<file path="config.mk">
export PLATFORM = sky130hd
export DESIGN_NAME = iot_event_scheduler
export DESIGN_NICKNAME = d
export VERILOG_FILES = /design/src/rtl/iot_pkg.sv /design/src/rtl/iot_rr_arbiter.sv /design/src/rtl/iot_event_scheduler.sv
export SDC_FILE = /design/constraint.sdc
export NUM_CORES = 1
export LEC_CHECK = 0
export CORE_MARGIN = 4
export CORE_UTILIZATION = 54
export CTS_CLUSTER_DIAMETER = 60
export DETAILED_ROUTE_END_ITERATION = 8
export PLACE_DENSITY_LB_ADDON = 0.2
export SKIP_LAST_GASP = 1
export SYNTH_ARGS = -nofsm -noshare
export SYNTH_HDL_FRONTEND = slang
export SYNTH_SLANG_ARGS = --single-unit
export TNS_END_PERCENT = 20
</file>
<file path="constraint.sdc">
create_clock -name clk -period 6.6 [get_ports clk]
set_clock_uncertainty 0.15 [all_clocks]
set_input_delay 0.99 -clock clk [delete_from_list [all_inputs] [get_ports clk]]
set_output_delay 0.99 -clock clk [all_outputs]
set_load 0.01 [all_outputs]
</file>
<file path="src/rtl/iot_pkg.sv">
// ============================================================================
// Module   : iot_pkg
// Brief    : Shared constants for the IoT event scheduler.
// Revision : 1.0
// ============================================================================
`default_nettype none

package iot_pkg;

   localparam int N_DEV_DEFAULT = 8;
   localparam int ID_W_DEFAULT  = 3;
   localparam int DEBOUNCE_LEN  = 4;

   typedef enum logic {
      EV_LEAVE = 1'b0,
      EV_JOIN  = 1'b1
   } ev_dir_e;

   localparam ev_dir_e JOIN  = EV_JOIN;
   localparam ev_dir_e LEAVE = EV_LEAVE;

endpackage

`default_nettype wire

</file>
<file path="src/rtl/iot_rr_arbiter.sv">
// ============================================================================
// Module   : iot_rr_arbiter
// Brief    : Combinational round-robin picker, searching from i_last+1 upward.
// Revision : 1.0
// ============================================================================
`default_nettype none

module iot_rr_arbiter #(
   parameter int N    = 8,
   parameter int ID_W = 3
) (
   input  logic [N-1:0]    i_req,
   input  logic            i_en,
   input  logic [ID_W-1:0] i_last,
   output logic            o_valid,
   output logic [ID_W-1:0] o_idx
);

   logic [ID_W:0] w_cand;

   always_comb begin
      o_valid = 1'b0;
      o_idx   = '0;
      w_cand  = '0;
      for (int k = 1; k <= N; k++) begin
         // Sum never exceeds 2N-1, so one extra bit is enough before wrapping.
         w_cand = {1'b0, i_last} + (ID_W+1)'(k);
         if (w_cand >= (ID_W+1)'(N))
            w_cand = w_cand - (ID_W+1)'(N);
         if (!o_valid && i_en && i_req[w_cand[ID_W-1:0]]) begin
            o_valid = 1'b1;
            o_idx   = w_cand[ID_W-1:0];
         end
      end
   end

endmodule

`default_nettype wire

</file>
<file path="src/rtl/iot_event_scheduler.sv">
// ============================================================================
// Module   : iot_event_scheduler
// Brief    : Serialises device online/offline changes into one event per cycle.
//            Optional input debounce enabled by macro IOT_DEBOUNCE_EN.
// Revision : 1.0
// ============================================================================
`default_nettype none

module iot_event_scheduler
   import iot_pkg::*;
#(
   parameter int N_DEV = N_DEV_DEFAULT,
   parameter int ID_W  = ID_W_DEFAULT
) (
   input  logic             clk,
   input  logic             rst,
   input  logic [N_DEV-1:0] dev_active,
   input  logic             hold,
   output logic             change,
   output logic             on_off,
   output logic [ID_W-1:0]  dev_id,
   output logic [ID_W:0]    pending_cnt
);

   logic [N_DEV-1:0] r_sync1;
   logic [N_DEV-1:0] r_sync2;
   logic [N_DEV-1:0] w_seen;
   logic [N_DEV-1:0] r_reported;
   logic [N_DEV-1:0] w_pending;
   logic [N_DEV-1:0] w_mask;
   logic [N_DEV-1:0] w_req;
   logic [ID_W-1:0]  r_last;
   logic             w_gnt_vld;
   logic [ID_W-1:0]  w_gnt_idx;
   logic [ID_W:0]    w_popcnt;

`ifdef IOT_DEBOUNCE_EN
   localparam int DEB_W = $clog2(DEBOUNCE_LEN);

   generate
      for (genvar g = 0; g < N_DEV; g++) begin : g_deb
         logic [DEB_W-1:0] r_cnt;
         logic             r_seen;

         // seen follows the synchronizer only after DEBOUNCE_LEN steady samples.
         always_ff @(posedge clk or negedge rst) begin
            if (!rst) begin
               r_cnt  <= '0;
               r_seen <= 1'b0;
            end else if (r_sync2[g] == r_seen) begin
               r_cnt  <= '0;
            end else if (r_cnt == DEB_W'(DEBOUNCE_LEN - 1)) begin
               r_cnt  <= '0;
               r_seen <= r_sync2[g];
            end else begin
               r_cnt  <= r_cnt + 1'b1;
            end
         end

         assign w_seen[g] = r_seen;
      end
   endgenerate
`else
   assign w_seen = r_sync2;
`endif

   assign w_pending = w_seen ^ r_reported;
   // Keep the device granted last cycle out of this cycle's search.
   assign w_mask    = change ? ({{(N_DEV-1){1'b0}}, 1'b1} << r_last) : '0;
   assign w_req     = w_pending & ~w_mask;

   always_comb begin
      w_popcnt = '0;
      for (int i = 0; i < N_DEV; i++)
         w_popcnt = w_popcnt + (ID_W+1)'(w_pending[i]);
   end

   iot_rr_arbiter #(
      .N    (N_DEV),
      .ID_W (ID_W)
   ) u_arb (
      .i_req   (w_req),
      .i_en    (~hold),
      .i_last  (r_last),
      .o_valid (w_gnt_vld),
      .o_idx   (w_gnt_idx)
   );

   always_ff @(posedge clk or negedge rst) begin
      if (!rst) begin
         r_sync1     <= '0;
         r_sync2     <= '0;
         r_reported  <= '0;
         r_last      <= ID_W'(N_DEV - 1);
         change      <= 1'b0;
         on_off      <= 1'b0;
         dev_id      <= '0;
         pending_cnt <= '0;
      end else begin
         r_sync1     <= dev_active;
         r_sync2     <= r_sync1;
         pending_cnt <= w_popcnt;
         change      <= w_gnt_vld;
         if (w_gnt_vld) begin
            on_off                <= w_seen[w_gnt_idx] ? JOIN : LEAVE;
            dev_id                <= w_gnt_idx;
            r_last                <= w_gnt_idx;
            r_reported[w_gnt_idx] <= w_seen[w_gnt_idx];
         end
      end
   end

endmodule

`default_nettype wire

</file>
==> impl_results.md, run 1 <==
- Sequential cell area: 904.6 um2
- Worst-Skew Late Latency: 0.29 ns
- Mapped Area: 0.002671 mm2
- Asr flop ratio synth: 100.0%
- Postcts setup bufs: 0
- Setup violators final: 0
- Mapped Cells: 285
- Vias in the first global route: 2409
- Post-synthesis compound-gate area fraction: 23.84%
- DR vias/cell: 6.753
- Worst EP required: 6.62 ns
- # DRC: 0
- Worst Min Path Start: r_sync1[7]
- Max-slew violations: 0
- DR vias: 2465
- Crit. End Element: flip-flop
- Total Nets Final: 322
- Clk buf depth: 2
- Most numerous cell in the Yosys netlist: dfrtp_1
- Max-cap violations: 0
- Post-Route Utilization: 62.61%
- Syn Nets: 310
- Synth top cells by count: 33 x dfrtp_1, 26 x nand3_1, 24 x nand2_1, 17 x a21oi_1, 16 x nor2_1
- HP Class: reg2reg
- Hold EP: r_sync2[7]
- Port Buffers: 19
- Post-synthesis adder-cell area fraction: 7.681%
- Clock transition at path regs: 0.07 ns
- Worst Path Arrival: 5.22 ns
- RSZ-0062 raised after global routing: no
- Rows: 25
- Outcome: finished, final reports clean
- IO Pins: 20
- Dpl cells: 357
- Cell taking the most area after synthesis: dfrtp_1
- Core area: 0.004755 mm2
- Share of the synthesized area in the top cell type: 30.91%
- Max-Slew Margin vs Limit: 34.09%
- Antenna-violating nets left: 0
- Die height: 78.34 um
- CTS tree: done
- Post-Route WL: 7.413 mm
- Fmax achieved: 192.4 MHz
- Dpl cell area: 0.002869 mm2
- Final worst-path cycle share: 78.76%
- Wire length per cell: 20.31 um
- Crit start category: flip-flop
- Slowest cell on the critical path: dfstp_2
- Antenna violations before repair: 0
- Min cycle time layout: 5.198 ns
- Num CTS Buffers: 5
- Hold Buf Count CTS: 0
- Combinational family with the most area after synthesis: compound AO/OA/AOI/OAI gates
- Synth Register Bits: 36
- 1st-iter DRT viols: 429
- Worst reg2reg startpoint: r_last[1]
- Number of distinct library cells after synthesis: 65
- Final instance area: 0.002977 mm2
- FF-to-FF setup slack: 1.40 ns
- H-tree levels: 2
- GRT overflow: 0
- Cell count of the worst reg-to-reg path: 13
- Critical path class: reg2reg
- CTS root buffer: clkbuf_8
- Post_cts resized: 0
- Die width: 78.34 um
- First-pass GRT wire length: 12.28 mm
- Final cell count without fillers: 365
- Area growth syn-to-layout: 11.43%
- Crit-path max cell delay: 0.77 ns
- Post-synthesis mux area share: 7.869%
- Antenna fix cells: 0
- Global-route total usage across every layer: 25.78%
- Final RePlAce weighted congestion: 0.9848
- Crit path max fanout: 19
- DIE AREA: 0.006136 mm2
- Clock sink count: 36
- Synth warn: 0
- Setup TNS: 0 ns
- Most used cell, CP: mux2i_1
- Post-DP HPWL: 5.232 mm
- Largest net degree at the start of global routing: 37
- Primary FF master, synth: dfrtp_1
- Synth Area in Simple Gates: 17.61%
- Worst r2r dst: r_reported[6]
- FILL cells: 408
- Hold Violations, Final: 0
- Multi-input gate area: 0.001619 mm2
- Initial Util: 56.18%
- Share of cells above drive strength 1: 11.07%
- Critical Path, Cell by Cell: clkinv_1, ha_1, inv_1, a21oi_1, nor3_1, a211oi_1, o211ai_2, or3_1, o21a_1, a21oi_2, mux2i_1, mux2i_1, mux2_2
- Syn_area_per_cell: 9.373 um2
- Post-Synth XOR/XNOR Area: 3.607%
- Worst-margin pin slew: 0.9854 ns
- Seq/Total Area, Yosys: 33.86%
- WHS Path Cells: 0
- Post-synth EDFFs: 0
- Top cells by area, synth: dfrtp_1 31%, nand3_1 4.9%, ha_1 4.7%
- Pre-antenna DRT Iters: 5
-- flip-flops by register name, indices dropped and copies added, names as in the netlist --
name,cells
r_reported,8
pending_cnt,4
on_off,1
dev_id,3
r_sync2,8
change,1
r_sync1,8
r_last,3
-- cell type report --
type,instances,share of cell area (%)
clock inverter,2,1.177
timing repair buffer,20,6.641
multi-input combinational,217,54.39
tap,67,2.816
sequential,36,30.39
inverter,17,2.144
clock buffer,6,2.438
-- worst max-delay path, delay by kind of cell, from the launching register on --
family	cells	cell delay (ns)
AOI/OAI and AO/OA	5	1.62
adders and majority gates	1	0.59
buffers and inverters	2	0.68
DFF	1	0.77
muxes	3	0.81
and+or+nand+nor	2	0.47
-- how the worst max path moves through the flow --
stage / start / end / slack, ns / depth (start not counted)
after floorplan: r_last[1] / r_reported[6] / 2.61 / 15
after global placement: r_last[1] / r_reported[6] / 1.62 / 13
final: r_last[1] / r_reported[6] / 1.40 / 13
after detailed placement: r_last[1] / r_reported[6] / 1.59 / 13
after global routing: r_last[1] / r_reported[6] / 0.98 / 13
after CTS: r_last[0] / r_reported[6] / 1.50 / 13
-- logic make-up after synthesis --
logic type	after synthesis
AO/OA/AOI/OAI	82
XOR/XNOR	11
adder cells (fa/ha/maj)	14
buffers and inverters	32
flip-flops	36
multiplexers	16
AND/OR/NAND/NOR	94
-- through the flow --
| step | hold slack (ns) | worst slack, ns |
|---|---|---|
| finish | 0.1998 | 1.402 |
| global route | 0.2179 | 0.9833 |
| CTS | 0.2047 | 1.504 |
| floorplan | 0.1812 | 2.607 |
| detailed placement | 0.1878 | 1.590 |
| global placement | 0.1829 | 1.623 |
-- cell usage in the layout, fill, tap and decap left out, types with 4 or more instances in the layout --
cell | synthesis | layout
dfrtp_1 | 33 | 33
nand3_1 | 26 | 26
nand2_1 | 24 | 24
clkdlybuf4s50_1 | 0 | 19
a21oi_1 | 17 | 17
nor2_1 | 16 | 16
inv_1 | 15 | 15
o21ai_0 | 11 | 11
ha_1 | 10 | 10
xor2_1 | 9 | 9
nor3_1 | 8 | 8
o2111ai_1 | 7 | 7
mux2_2 | 7 | 7
nand4_1 | 5 | 5
mux2i_1 | 5 | 5
clkbuf_8 | 0 | 5
nand3b_1 | 4 | 4
o211ai_1 | 4 | 4
a211oi_1 | 4 | 4
fa_1 | 4 | 4
-- routing by layer --
metal  global-route usage (%)  vias up  wire length [um]
li1                         -     1098                 -
met1                    32.22     1193              2961
met2                    44.43      147              3737
met3                    3.440       27               463
met4                    11.54        0               251
met5                        0        -                 0
Power of run 1 is not shown: default switching activity piles up to over one toggle a cycle in this logic, so the estimate is an artifact.
==> run 2: changes to the inputs <==
==> constraint.sdc (replaced) <==
create_clock -name clk -period 4.8 [get_ports clk]
set_clock_uncertainty 0.15 [all_clocks]
set_input_delay 0.72 -clock clk [delete_from_list [all_inputs] [get_ports clk]]
set_output_delay 0.72 -clock clk [all_outputs]
set_load 0.01 [all_outputs]
==> run 2 against run 1 <==
Non-clock buffer count grew 13. Global-route usage shrank 0.83 points. Critical path depth shrank 1. Utilization grew 3.1 points. Cell count grew 3.6%.
==> impl_results.md, run 2 (synthesized netlist as in run 1, its figures left out) <==
- Vias in the first global route: 2522
- Worst-Skew Late Latency: 0.29 ns
- Antenna fix cells: 0
- CTS root buffer: clkbuf_8
- GRT overflow: 0
- DR vias: 2506
- Largest net degree at the start of global routing: 37
- 1st-iter DRT viols: 353
- Rows: 25
- Area growth syn-to-layout: 17.00%
- Most common cell after layout, fill and taps aside: dfrtp_1
- Post-Route WL: 7.077 mm
- Slowest cell on the critical path: dfstp_2
- RSZ-0062 raised after global routing: no
- H-tree levels: 2
- DR vias/cell: 6.630
- Crit start category: flip-flop
- # DRC: 0
- Clock transition at path regs: 0.08 ns
- Setup violators final: 0
- Critical Path, Cell by Cell: inv_1, ha_1, a211oi_1, a311oi_1, a211oi_1, o211ai_2, or3_1, o21a_1, a21oi_2, mux2i_1, mux2i_1, mux2_2
- Worst EP required: 4.82 ns
- Crit. End Element: flip-flop
- Share of cells above drive strength 1: 15.11%
- Wire length per cell: 18.72 um
- DIE AREA: 0.006136 mm2
- Pre-antenna DRT Iters: 6
- Min cycle time layout: 4.472 ns
- Port Buffers: 19
- Commonest cells after routing, fill and taps aside: 33 x dfrtp_1, 26 x nand3_1, 24 x nand2_1
- Initial Util: 56.18%
- Post-DP HPWL: 5.219 mm
- Clock sink count: 36
- Max-slew violations: 0
- Fmax achieved: 223.6 MHz
- Min setup slack post-route: 0.3284 ns
- First-pass GRT wire length: 12.08 mm
- Final RePlAce weighted congestion: 0.9750
- Setup TNS: 0 ns
- Outcome: finished, final reports clean
- Post_cts resized: 0
- Crit-path max cell delay: 0.78 ns
- Postcts setup bufs: 0
- CTS tree: done
- Antenna violations before repair: 0
- Max-cap violations: 0
- Antenna-violating nets left: 0
- Num CTS Buffers: 5
- Global-route total usage across every layer: 24.95%
- Largest registers: r_reported: 8 flops, r_sync1: 8 flops, r_sync2: 8 flops
- Die height: 78.34 um
- HP Class: reg2reg
- DP Worst Slack: 0.4446 ns
- IO Pins: 20
- Clk buf depth: 2
- Die width: 78.34 um
- Core area: 0.004755 mm2
- Worst Path Arrival: 4.49 ns
- Crit path max fanout: 22
- Worst-margin pin slew: 0.9793 ns
- Final worst-path cycle share: 93.16%
- Hold Buf Count CTS: 0
- Max-Slew Margin vs Limit: 34.49%
- Total Nets Final: 335
- Hold Violations, Final: 0
- Critical path class: reg2reg
-- run 2: final timing paths --
path / start / end / slack, ns / cells past startpoint
worst min-delay path: r_sync1[2] / r_sync2[2] / 0.20 / 0
worst max register to register: r_last[2] / r_reported[7] / 0.33 / 12
worst min register to register: r_sync1[2] / r_sync2[2] / 0.20 / 0
worst max-delay path: r_last[2] / r_reported[7] / 0.33 / 12
min in group asynchronous: rst / on_off / 0.71 / 2
max in group asynchronous: rst / r_last[0] / 3.45 / 2
-- run 2: layer usage --
metal  wire length [um]  GRT usage (%)  vias to the layer above
met1               2794          30.28                     1222
met2               3589          42.21                      124
met4                266          12.06                        0
li1                   -              -                     1125
met5                  0              0                        -
met3                427          5.161                       35
-- run 2: per-stage QoR --
stage          instances  util [%]  hold slack, ns  cell area [um2]
6_report             378     65.74          0.2020             3126
5_1_grt              378     65.74          0.2121             3126
4_1_cts              378     65.74          0.2026             3126
3_5_place_dp         370     62.39          0.1847             2967
3_3_place_gp         370     62.39          0.1825             2967
2_1_floorplan        285         -          0.1812             2671
-- run 2: cell type report --
cell class,count,area (um2)
well taps,67,83.83
inverters,17,63.81
clock buffers,5,68.82
fillers,365,1629
clock inverters,3,90.09
multi-input cells,217,1619
repair buffers,33,295.3
flip-flops and latches,36,904.6
-- run 2: worst max-delay path: cells and delay by family, from the launching register on --
family                     cells  cell delay [ns]
AOI/OAI and AO/OA              6             1.61
DFF                            1             0.78
and+or+nand+nor                1             0.39
buffers and inverters          1             0.12
adders and majority gates      1             0.50
muxes                          3             0.78
Power of run 2 is left out for the same reason.
